$ cat config.mk
export PLATFORM = sky130hd
export DESIGN_NAME = ram_sp_bwe_fault_flat
export DESIGN_NICKNAME = d
export VERILOG_FILES = /design/src/rtl/ram_sp_bwe_fault_if.sv /design/src/rtl/ram_sp_bwe_fault.sv /design/src/flat_wrapper.sv
export SDC_FILE = /design/constraint.sdc
export NUM_CORES = 1
export LEC_CHECK = 0
export CORE_ASPECT_RATIO = 1.2
export CORE_MARGIN = 5
export CORE_UTILIZATION = 52
export CTS_CLUSTER_DIAMETER = 40
export DETAILED_ROUTE_END_ITERATION = 10
export MAX_ROUTING_LAYER = met4
export PLACE_DENSITY = 0.67
export SLEW_MARGIN = 20
export SYNTH_ARGS = -nofsm -noshare
export SYNTH_HDL_FRONTEND = slang
export SYNTH_SLANG_ARGS = --single-unit
$ cat constraint.sdc
create_clock -name clk -period 4.5 [get_ports clk]
set_input_delay 0.45 -clock clk [delete_from_list [all_inputs] [get_ports clk]]
set_output_delay 0.45 -clock clk [all_outputs]
set_load 0.005 [all_outputs]
$ cat src/rtl/ram_sp_bwe_fault_if.sv
// Bus bundle for the single-port fault-injecting SRAM model: access port,
// fault-table programming port and read-return signals.
interface ram_sp_bwe_fault_if #(
   parameter int DATA_WIDTH = 7,
   parameter int ADDR_WIDTH = 4,
   parameter int FAULT_NUM  = 2
);
   localparam int FB_W = (DATA_WIDTH > 1) ? $clog2(DATA_WIDTH) : 1;
   localparam int FI_W = (FAULT_NUM > 1) ? $clog2(FAULT_NUM) : 1;

   logic [ADDR_WIDTH-1:0] address;
   logic [DATA_WIDTH-1:0] data;
   logic                  cs;
   logic                  we;
   logic                  oe;
   logic                  odd_bwe;
   logic                  even_bwe;
   logic [DATA_WIDTH-1:0] data_output;
   logic                  rd_valid;
   logic                  fault_hit;
   logic                  fault_wr;
   logic [FI_W-1:0]       fault_idx;
   logic                  fault_en;
   logic [ADDR_WIDTH-1:0] fault_addr;
   logic [FB_W-1:0]       fault_bit;
   logic                  fault_val;

   modport master (
      output address, data, cs, we, oe, odd_bwe, even_bwe,
      output fault_wr, fault_idx, fault_en, fault_addr, fault_bit, fault_val,
      input  data_output, rd_valid, fault_hit
   );

   modport slave (
      input  address, data, cs, we, oe, odd_bwe, even_bwe,
      input  fault_wr, fault_idx, fault_en, fault_addr, fault_bit, fault_val,
      output data_output, rd_valid, fault_hit
   );
endinterface

$ cat src/rtl/ram_sp_bwe_fault.sv
// Single-port SRAM model with odd/even bit-write enables, output enable,
// RD_LAT-deep read pipeline and a programmable stuck-at fault table.
module ram_sp_bwe_fault #(
   parameter int DATA_WIDTH = 7,
   parameter int ADDR_WIDTH = 4,
   parameter int RD_LAT     = 1,
   parameter int FAULT_NUM  = 2
) (
   input  logic              clk,
   input  logic              rstn,
   ram_sp_bwe_fault_if.slave bus
);
   localparam int DEPTH = 1 << ADDR_WIDTH;
   localparam int FB_W  = (DATA_WIDTH > 1) ? $clog2(DATA_WIDTH) : 1;
   localparam int FI_W  = (FAULT_NUM > 1) ? $clog2(FAULT_NUM) : 1;

   generate
      if (RD_LAT < 1 || RD_LAT > 3) begin : g_bad_rd_lat
         $error("ram_sp_bwe_fault: RD_LAT must be within 1..3");
      end
      if (FAULT_NUM < 1 || FAULT_NUM > 8) begin : g_bad_fault_num
         $error("ram_sp_bwe_fault: FAULT_NUM must be within 1..8");
      end
   endgenerate

   logic [DATA_WIDTH-1:0] mem_q [DEPTH];
   logic [DATA_WIDTH-1:0] wr_mask;

   genvar gi;
   generate
      for (gi = 0; gi < DATA_WIDTH; gi++) begin : g_mask
         assign wr_mask[gi] = (gi % 2 == 1) ? bus.odd_bwe : bus.even_bwe;
      end
   endgenerate

   // Array is deliberately outside the reset domain so contents survive rstn.
   always_ff @(posedge clk) begin
      if (bus.cs && bus.we) begin
         mem_q[bus.address] <= (mem_q[bus.address] & ~wr_mask) | (bus.data & wr_mask);
      end
   end

   logic                  fault_en_q   [FAULT_NUM];
   logic [ADDR_WIDTH-1:0] fault_addr_q [FAULT_NUM];
   logic [FB_W-1:0]       fault_bit_q  [FAULT_NUM];
   logic                  fault_val_q  [FAULT_NUM];

   always_ff @(posedge clk or negedge rstn) begin
      if (!rstn) begin
         for (int e = 0; e < FAULT_NUM; e++) begin
            fault_en_q[e]   <= 1'b0;
            fault_addr_q[e] <= '0;
            fault_bit_q[e]  <= '0;
            fault_val_q[e]  <= 1'b0;
         end
      end else if (bus.fault_wr) begin
         for (int e = 0; e < FAULT_NUM; e++) begin
            if (bus.fault_idx == FI_W'(e)) begin
               fault_en_q[e]   <= bus.fault_en;
               fault_addr_q[e] <= bus.fault_addr;
               fault_bit_q[e]  <= bus.fault_bit;
               fault_val_q[e]  <= bus.fault_val;
            end
         end
      end
   end

   logic [DATA_WIDTH-1:0] raw_word;
   logic [DATA_WIDTH-1:0] rd_word_d;
   logic                  rd_hit_d;
   logic                  rd_issue;

   assign rd_issue = bus.cs & ~bus.we;

   // Ascending scan lets the highest matching entry override lower ones;
   // a hit is reported only when the final forced word differs from storage.
   always_comb begin
      raw_word  = mem_q[bus.address];
      rd_word_d = raw_word;
      for (int e = 0; e < FAULT_NUM; e++) begin
         if (fault_en_q[e] && (fault_addr_q[e] == bus.address) &&
             (int'(fault_bit_q[e]) < DATA_WIDTH)) begin
            rd_word_d[fault_bit_q[e]] = fault_val_q[e];
         end
      end
      rd_hit_d = |(rd_word_d ^ raw_word);
   end

   logic [DATA_WIDTH-1:0] stg_data_q [RD_LAT];
   logic                  stg_hit_q  [RD_LAT];
   logic                  stg_vld_q  [RD_LAT];

   always_ff @(posedge clk or negedge rstn) begin
      if (!rstn) begin
         for (int s = 0; s < RD_LAT; s++) begin
            stg_vld_q[s]  <= 1'b0;
            stg_data_q[s] <= '0;
            stg_hit_q[s]  <= 1'b0;
         end
      end else begin
         stg_vld_q[0] <= rd_issue;
         if (rd_issue) begin
            stg_data_q[0] <= rd_word_d;
            stg_hit_q[0]  <= rd_hit_d;
         end
         for (int s = 1; s < RD_LAT; s++) begin
            stg_vld_q[s] <= stg_vld_q[s-1];
            if (stg_vld_q[s-1]) begin
               stg_data_q[s] <= stg_data_q[s-1];
               stg_hit_q[s]  <= stg_hit_q[s-1];
            end
         end
      end
   end

   // Last stage is the output register; it holds the previous word between reads.
   assign bus.data_output = bus.oe ? stg_data_q[RD_LAT-1] : '0;
   assign bus.rd_valid    = stg_vld_q[RD_LAT-1];
   assign bus.fault_hit   = stg_vld_q[RD_LAT-1] & stg_hit_q[RD_LAT-1];
endmodule

$ cat src/flat_wrapper.sv
// flat-port wrapper written by rule: the top's interface ports become plain ports
module ram_sp_bwe_fault_flat 
#(
   parameter int DATA_WIDTH = 7,
   parameter int ADDR_WIDTH = 4,
   parameter int RD_LAT     = 1,
   parameter int FAULT_NUM  = 2
)
  (clk, rstn, bus_address, bus_data, bus_cs, bus_we, bus_oe, bus_odd_bwe, bus_even_bwe, bus_fault_wr, bus_fault_idx, bus_fault_en, bus_fault_addr, bus_fault_bit, bus_fault_val, bus_data_output, bus_rd_valid, bus_fault_hit);
  ram_sp_bwe_fault_if #(.DATA_WIDTH(DATA_WIDTH), .ADDR_WIDTH(ADDR_WIDTH), .FAULT_NUM(FAULT_NUM)) bus_i ();
  input  logic clk;
  input  logic rstn;
  input wire logic [$bits(bus_i.address)-1:0] bus_address;
  input wire logic [$bits(bus_i.data)-1:0] bus_data;
  input wire logic [$bits(bus_i.cs)-1:0] bus_cs;
  input wire logic [$bits(bus_i.we)-1:0] bus_we;
  input wire logic [$bits(bus_i.oe)-1:0] bus_oe;
  input wire logic [$bits(bus_i.odd_bwe)-1:0] bus_odd_bwe;
  input wire logic [$bits(bus_i.even_bwe)-1:0] bus_even_bwe;
  input wire logic [$bits(bus_i.fault_wr)-1:0] bus_fault_wr;
  input wire logic [$bits(bus_i.fault_idx)-1:0] bus_fault_idx;
  input wire logic [$bits(bus_i.fault_en)-1:0] bus_fault_en;
  input wire logic [$bits(bus_i.fault_addr)-1:0] bus_fault_addr;
  input wire logic [$bits(bus_i.fault_bit)-1:0] bus_fault_bit;
  input wire logic [$bits(bus_i.fault_val)-1:0] bus_fault_val;
  output wire logic [$bits(bus_i.data_output)-1:0] bus_data_output;
  output wire logic [$bits(bus_i.rd_valid)-1:0] bus_rd_valid;
  output wire logic [$bits(bus_i.fault_hit)-1:0] bus_fault_hit;
  assign bus_i.address = bus_address;
  assign bus_i.data = bus_data;
  assign bus_i.cs = bus_cs;
  assign bus_i.we = bus_we;
  assign bus_i.oe = bus_oe;
  assign bus_i.odd_bwe = bus_odd_bwe;
  assign bus_i.even_bwe = bus_even_bwe;
  assign bus_i.fault_wr = bus_fault_wr;
  assign bus_i.fault_idx = bus_fault_idx;
  assign bus_i.fault_en = bus_fault_en;
  assign bus_i.fault_addr = bus_fault_addr;
  assign bus_i.fault_bit = bus_fault_bit;
  assign bus_i.fault_val = bus_fault_val;
  assign bus_data_output = bus_i.data_output;
  assign bus_rd_valid = bus_i.rd_valid;
  assign bus_fault_hit = bus_i.fault_hit;
  ram_sp_bwe_fault #(.DATA_WIDTH(DATA_WIDTH), .ADDR_WIDTH(ADDR_WIDTH), .RD_LAT(RD_LAT), .FAULT_NUM(FAULT_NUM)) u_core (.clk(clk), .rstn(rstn), .bus(bus_i));
endmodule
==> results of run 1 <==
## sequential cells by signal (all words and copies together) (netlist names)
| signal | flops |
|---|---|
| u_core.stg_hit_q | 1 |
| u_core.bus.rd_valid | 1 |
| u_core.fault_bit_q | 6 |
| u_core.stg_data_q | 7 |
| u_core.fault_addr_q | 8 |
| u_core.fault_val_q | 2 |
| u_core.mem_q | 112 |
| u_core.fault_en_q | 2 |
## metal layers
layer	vias up	routed length, um	GRT usage (%)
met2	98	7300	36.2
li1	1670	-	-
met1	1804	5190	24.9
met3	14	597	3.84
met5	-	0	-
met4	0	218	7.34
## path summary, 6_finish.rpt
kind,from,endpoint,slack (ns),cells past startpoint
setup / recovery,bus_address[2],u_core.stg_hit_q$_DFFE_PN0P_,1.60,8
max in group asynchronous,rstn,u_core.fault_val_q[1]$_DFFE_PN0P_,3.80,2
hold / removal,rstn,u_core.fault_addr_q[6]$_DFFE_PN0P_,0.43,2
hold reg to reg,u_core.stg_data_q[1]$_DFFE_PN0P_,u_core.stg_data_q[1]$_DFFE_PN0P_,0.47,1
setup reg to reg,u_core.fault_addr_q[3]$_DFFE_PN0P_,u_core.stg_hit_q$_DFFE_PN0P_,2.21,7
min in group clk,u_core.stg_data_q[1]$_DFFE_PN0P_,u_core.stg_data_q[1]$_DFFE_PN0P_,0.47,1
## report_power, final
group          leakage [uW]  internal, uW  total (uW)  switching (uW)
Sequential          0.00134          1450        1490            38.5
Clock              0.000283           818        1330             513
Combinational      0.000940           138         303             165
Total               0.00256          2410        3120             716
## cells in the final DEF, fill, tap and decap left out, drive strengths merged, types with 2 or more instances in the layout
master and instances:
mux2i 6, and4 4, and2 9, and3 3
a22oi 2, a21o 3, xnor2 7, dfrtp 27
nand2b 5, mux4 29, clkinv 7, nor2b 8
xor2 2, nand2 29, a41oi 2, a21oi 8
nor2 26, a221oi 3, nand4 11, clkbuf 18
inv 9, mux2 19, nor4 2, clkdlybuf4s50 36
a22o 5, buf 14, edfxtp 112, o21ai 17
bufinv 2, or3 2, nor3 9, nand3 7
o31ai 2
## layout make-up
type | instances | share of cell area [%]
flip-flops and latches | 139 | 55.2
multi-input cells | 231 | 27.7
repair buffers | 50 | 6.33
clock buffers | 18 | 5.87
well taps | 157 | 2.69
clock inverters | 14 | 1.97
inverters | 5 | 0.257
## stage by stage
stage | total power [uW] | std cells | hold slack (ns) | utilization, %
final | 3120 | 614 | 0.434 | 62.9
after CTS | 3150 | 614 | 0.431 | 62.9
after global routing | 3240 | 614 | 0.451 | 62.9
after floorplan | 1700 | 392 | 0.154 | -
after detailed placement | 1820 | 582 | 0.460 | 58.0
after global placement | 1810 | 582 | 0.456 | 58.0
## worst max-delay path, stage by stage
cell and delay [ns]:
sky130_fd_sc_hd__clkdlybuf4s50_1 0.92, sky130_fd_sc_hd__nor2b_1 0.53, sky130_fd_sc_hd__nand2_1 0.19, sky130_fd_sc_hd__nand4_1 0.16
sky130_fd_sc_hd__a2bb2o_1 0.28, sky130_fd_sc_hd__o21ai_0 0.26, sky130_fd_sc_hd__and4_1 0.26, sky130_fd_sc_hd__a41oi_2 0.11
## cells by family after synthesis
kind of cell,synth area share (%)
AO/OA/AOI/OAI,5.86
buffers and inverters,2.18
AND/OR/NAND/NOR,9.81
multiplexers,15.6
XOR/XNOR,1.39
flip-flops,65.2
==> run summary, run 1 <==
The clock reaches the later pin of the worst-skew pair after 0.40 ns. The number of hold buffers added after CTS was 0. The worst path uses 64.5% of the clock period. The via count normalized by instance count was 5.84; the final weighted congestion in routability-driven placement was 0.939. In this run the tool buffered the top-level ports with 37 buffer cells. After synthesis, the cell types taking the most area are sky130_fd_sc_hd__edfxtp_1, sky130_fd_sc_hd__dfrtp_1, sky130_fd_sc_hd__mux4_2, sky130_fd_sc_hd__mux4_1, sky130_fd_sc_hd__mux2_2.

In this run the worst path has a maximum fanout of 16. Once the clock tree was built, the setup fixing pass inserted 0 buffers. The number of max-capacitance violations reported was 0; the fraction of post-synthesis cell area in the top cell type by area was 54.3%. The floorplan step set the die height to 130 um. The sum of overflow across all layers after global routing came out at 0. The tools report the number of DRC markers in iteration 0 as 149. For the final database, setup skew stands at 0.0117 ns.

The die covers 14200 sq um. The clock tree synthesis step divided the H-tree into 4 levels. The first global-routing pass estimated 20900 um of wire. The layout filler cell count was 872.

The largest total area in the synthesized netlist belongs to sky130_fd_sc_hd__edfxtp_1. The post-layout minimum cycle time is 2.90 ns. In the post-synthesis netlist, the cell with the most instances is sky130_fd_sc_hd__edfxtp_1. Once the floorplan was initialized, standard cells occupied 53.3% of the core. Yosys mapped a number of flops with a built-in enable equal to 112. The tools report the kind of start point of the critical path as a primary input. The number of endpoints with negative hold slack in the final report was 0. The multi-input combinational cells in the finished layout cover a total of 2020 sq um. The TritonCTS buffer count was 17.

Static timing analysis puts the maximum clock frequency at 344 MHz. The logs give 0 for the final setup violation count and 6200 sq um for the synthesized cell area. Setup repair after global routing left no endpoint under its margin.

The logs give 0.00256 uW for the total leakage power and 11600 sq um for the area of the core. Pin placement for this block handled 38 I/O pins. The area overhead of the layout relative to synthesis is 18.0%. Cells with a size suffix above 1 make up 19.9% of the layout. The worst-case IR drop observed on VDD is 0.000262 V. The clock sink count is 139, and the post-synthesis register bit count is 139. The via count of the first global-routing pass came out at 3720.

Path type of the worst setup path: in2reg. In this run, post-CTS repair resized a total of 0 instances. The summed negative setup slack over all endpoints was 0 ns; the relative max-transition margin was 32.4%. The tools report the number of rows created at floorplan as 43. The number of nets at the end of the flow is 473, and the part of the Yosys area used for sequential elements is 65.2%.

At the worst endpoint, the required time is 4.77 ns. The horizontal die dimension is 110 um, and the average wire per cell in the routed design is 21.7 um. Among all flip-flop cells after synthesis, the most frequent one is sky130_fd_sc_hd__edfxtp_1. The max-slew violation total from the final report was 0. The proportion of synthesized flip-flops having asynchronous set or reset was 19.4%; the register clock-pin slew on the reported worst setup and hold paths was 0.06 ns. The placed instances occupy a cell area of 6740 sq um. The logs give 1.19 ns for the post-place setup slack and 0 for the number of remaining DRC errors.

The worst-case setup margin in the final layout was 1.60 ns. The number of optimization iterations in the first detailed-route pass was 4; the global-route usage over all layers was 21.1%. The transition time of the tightest slew-check pin is 1.01 ns. Summing all flip-flop and latch instances after layout gives 4040 sq um. For the number of vias after detailed routing, the log shows 3586. In this run the worst hold path is classified as in2async. For this block, the routed nets add up to 13300 um of wire.

No sink is reached through more buffers than the 2 on the longest clock path. Clock tree synthesis selected as its root buffer the cell sky130_fd_sc_hd__clkbuf_16. The synthesized netlist contains 51 unique library cells.

The number of antenna violations at the first check in global routing was 0. After synthesis, the most frequently instantiated cells are sky130_fd_sc_hd__edfxtp_1, sky130_fd_sc_hd__nand2_1, sky130_fd_sc_hd__dfrtp_1, sky130_fd_sc_hd__nor2_1. TritonCTS built the clock tree.

The power density relative to cell area is 427 nW/um^2, and the largest net degree at the start of global routing is 33. The arrival time at the worst endpoint was 3.18 ns; the half-perimeter wire length of the detailed placement result was 9220 um. Count of antenna diodes in the layout: 0.

A synthesized cell averages 15.8 sq um. The number of nets with antenna violations after detailed routing came out at 0. The worst setup path is captured at a flop.

After technology mapping, the gate count stands at 392. The flow ran to the end, and the final reports show no timing, DRC or antenna violations. The run gives 7310 sq um as the post-layout instance area.

The count of synthesis-stage warnings from yosys came out at 0. Counting every net in the synthesized netlist gives 421.
No activity file was read; power rests on OpenSTA's default activity.
==> inputs of run 2 (changes only) <==
--- a/config.mk
+++ b/config.mk
@@ -11,7 +11,7 @@
 export CTS_CLUSTER_DIAMETER = 40
 export DETAILED_ROUTE_END_ITERATION = 10
 export MAX_ROUTING_LAYER = met4
-export PLACE_DENSITY = 0.67
+export PLACE_DENSITY = 0.7
 export SLEW_MARGIN = 20
 export SYNTH_ARGS = -nofsm -noshare
 export SYNTH_HDL_FRONTEND = slang
==> constraint.sdc (replaced) <==
create_clock -name clk -period 2.45 [get_ports clk]
set_input_delay 0.245 -clock clk [delete_from_list [all_inputs] [get_ports clk]]
set_output_delay 0.245 -clock clk [all_outputs]
set_load 0.005 [all_outputs]
==> run summary, run 2 (synthesized netlist as in run 1, its figures left out) <==
The register clock-pin slew on the reported worst setup and hold paths was 0.06 ns (about the same). The number of optimization iterations in the first detailed-route pass was 5 (+1); the largest net degree at the start of global routing was 28 (-15%). The number of I/O port buffers is 37 (unchanged). Setup repair after global routing left no endpoint under its margin. The average wire per cell in the routed design is 21.4 um (-1.3%). The run finished with clean final reports. The wire length after detailed routing was 14300 um (+7.3%); the achievable clock frequency was 443 MHz. The post-place setup slack came out at -0.233 ns (-1.42 ns).

Of the available clock period, the critical path in the final layout requires 92.2%. The cell sitting at the root of the clock tree is a sky130_fd_sc_hd__clkbuf_16. The kind of start point of the critical path is a primary input. The tools report the clock latency on the worst-skew pair as 0.42 ns (+0.02 ns). The tools report the number of antenna violations at the first check in global routing as 0 (unchanged). The logs give 17 (unchanged) for the TritonCTS buffer count and 332 (+120%) for the number of DRC markers in iteration 0.

The transition time of the tightest slew-check pin was 0.634 ns (-0.381 ns); the global-route usage over all layers was 22.5% (+1.4 points). u_core.mem_q holds more flip-flops than any other register. The number of resized instances in the post-cts repair step was 0 (unchanged); the top-level I/O count was 38 (unchanged). The via count of the first global-routing pass is 4007 (+7.7%), and the worst hold slack across all endpoints is 0.220 ns (-0.215 ns).

Relative to the synthesized area, the layout overhead comes to 25.8%. The post-layout minimum cycle time was 2.26 ns; the number of vias after detailed routing was 3871 (+7.9%). The number of flip-flops under the largest register name is 112 (unchanged). The worst-case clock skew was 0.00824 ns (-0.00346 ns); the relative max-transition margin was 57.7% (+25 points).

The tools report the clock sink count as 139 (unchanged). Tracing the worst setup path back leads to its startpoint at bus_address[1]. The logs give 0 (unchanged) for the final setup violation count and 11600 sq um (unchanged) for the area of the core.

Number of endpoints with negative hold slack in the final report: 0 (unchanged). Traced cell by cell, the critical path runs through clkdlybuf4s50_1 -> buf_12 -> buf_4 -> mux4_1 -> a22o_1 -> nor2_1 -> o221ai_1 -> o21ai_0 -> and4_1 -> a41oi_2. The tools report the capture point of the worst reg-to-reg path as u_core.stg_hit_q$_DFFE_PN0P_. The run gives 2.74 ns (-2.03 ns) as the required time of the worst setup path.

By startpoint and endpoint, the worst setup path is classified as in2reg. For the summed negative setup slack over all endpoints, the log shows 0 ns (unchanged). The via count normalized by instance count works out to 5.79 (-0.78%). The floorplan die height was 130 um (unchanged); the delay of the slowest cell on the worst path was 0.51 ns (-0.41 ns). On the critical path the largest part of the delay comes from buffers and inverters. The startpoint identified for the worst register-to-register timing path is u_core.mem_q[12][3]$_DFFE_PP_. The register-to-register path setup slack was 0.30 ns (-1.91 ns); the power density relative to cell area was 771 nW/um^2 (+81%). The logs give 4 (unchanged) for the CTS H-tree depth and 527 (+11%) for the number of nets at the end of the flow. The half-perimeter wire length of the detailed placement result is 9900 um (+7.3%). The total leakage power came out at 0.00285 uW (+11%). The number of rows created at floorplan was 43 (unchanged). The slowest stage of the critical path belongs to the cell sky130_fd_sc_hd__clkdlybuf4s50_1. The run gives 0 (unchanged) as the sum of overflow across all layers after global routing.

The largest registers in the layout are u_core.mem_q (112), u_core.fault_addr_q (8), u_core.stg_data_q (7). The run gives 0.190 ns (-1.41 ns) as the worst-case setup margin in the final layout. Most frequent standard cell in the layout excluding fill and tap cells: sky130_fd_sc_hd__edfxtp_1. In the layout the commonest cells are sky130_fd_sc_hd__edfxtp_1, sky130_fd_sc_hd__buf_4, sky130_fd_sc_hd__clkdlybuf4s50_1, sky130_fd_sc_hd__nand2_1, sky130_fd_sc_hd__dfrtp_1. The number of max-capacitance violations reported is 0 (unchanged), and the horizontal die dimension is 110 um (unchanged). The arrival time at the worst endpoint is 2.55 ns (-0.63 ns), and the max-slew violation total from the final report is 0 (unchanged). The final weighted congestion in routability-driven placement is 0.939 (about the same).

The share of post-route cells with drive strength above 1 is 28.8% (+8.9 points), and the die footprint is 14200 sq um (unchanged). The number of buffer and inverter stages on the critical path was 3 (+2); the number of nets with antenna violations after detailed routing was 0 (unchanged). Worst-case reg-to-reg path depth: 7 (unchanged).

Worst min-delay path category: in2async. The run gives 22400 um (+7.1%) as the global-route wire length before repair. The worst setup path is captured at a flop. The tools report the number of hold-repair buffers added at the cts stage as 0 (unchanged).

TritonCTS built the clock tree. The logs give 0.000573 V (+120%) for the maximum vdd drop and 2 (unchanged) for the clock tree buffer depth. The tools report the starting density of the core as 53.3% (unchanged). Post-CTS setup-driven buffer insertion count: 0 (unchanged). The count of antenna diodes in the layout was 0 (unchanged). The number of remaining DRC errors was 0 (unchanged); the biggest fanout along the worst timing path was 21 (+5).
run 2: changes by cell type in the layout (fill, tap and decap cells not counted), sizes merged:
cell / change
bufinv: +1
buf: +54
clkinvlp: +4
inv: +2
clkinv: -6
clkbuf: -1
run 2: report_power, final:
group	leakage [uW]	internal (uW)	total [uW]	switching (uW)
logic	0.00123	311	633	322
clock network	0.000284	1620	2640	1020
registers	0.00134	2660	2740	71.1
run 2: worst max path at each step:
stage	cells after the start	to	slack, ns
floorplan	6	u_core.mem_q[0][4]$_DFFE_PP_	0.12
global placement	10	u_core.stg_data_q[3]$_DFFE_PN0P_	-0.15
detailed placement	10	u_core.stg_hit_q$_DFFE_PN0P_	-0.23
CTS	10	u_core.stg_hit_q$_DFFE_PN0P_	0.22
global route	10	u_core.stg_data_q[3]$_DFFE_PN0P_	0.01
finish	10	u_core.stg_hit_q$_DFFE_PN0P_	0.19
run 2: per-stage QoR:
stage	std cells	total power, uW	utilization [%]	instance area, sq um
finish	668	6010	67.1	7790
detailed placement	636	3410	61.8	7180
global placement	636	3390	61.8	7180
floorplan	392	3120	-	6200
CTS	668	6050	67.1	7790
global route	668	6210	67.1	7790
run 2: cell type report:
class,instances,area (sq um)
inverters,5,18.8
multi-input cells,231,2020
clock buffers,17,425
repair buffers,104,906
clock inverters,15,185
flip-flops and latches,139,4040
fillers,841,3830
well taps,157,196
run 2: metal layers:
layer / share of wire [%] / wire [um] / track usage [%] / up-vias
met4: 2.2 / 315 / 7.85 / 0
li1: - / - / - / 1768
met3: 5.5 / 791 / 5.03 / 23
met2: 51 / 7330 / 37.0 / 146
met1: 41 / 5850 / 27.4 / 1934
met5: 0 / 0 / - / -
run 2: worst reg2reg max path, cell delays in order (launching register included):
cell and delay (ns):
sky130_fd_sc_hd__edfxtp_1 0.39, sky130_fd_sc_hd__mux4_1 0.57, sky130_fd_sc_hd__a22o_1 0.22, sky130_fd_sc_hd__nor2_1 0.21, sky130_fd_sc_hd__o221ai_1 0.15, sky130_fd_sc_hd__o21ai_0 0.12
sky130_fd_sc_hd__and4_1 0.24, sky130_fd_sc_hd__a41oi_2 0.12
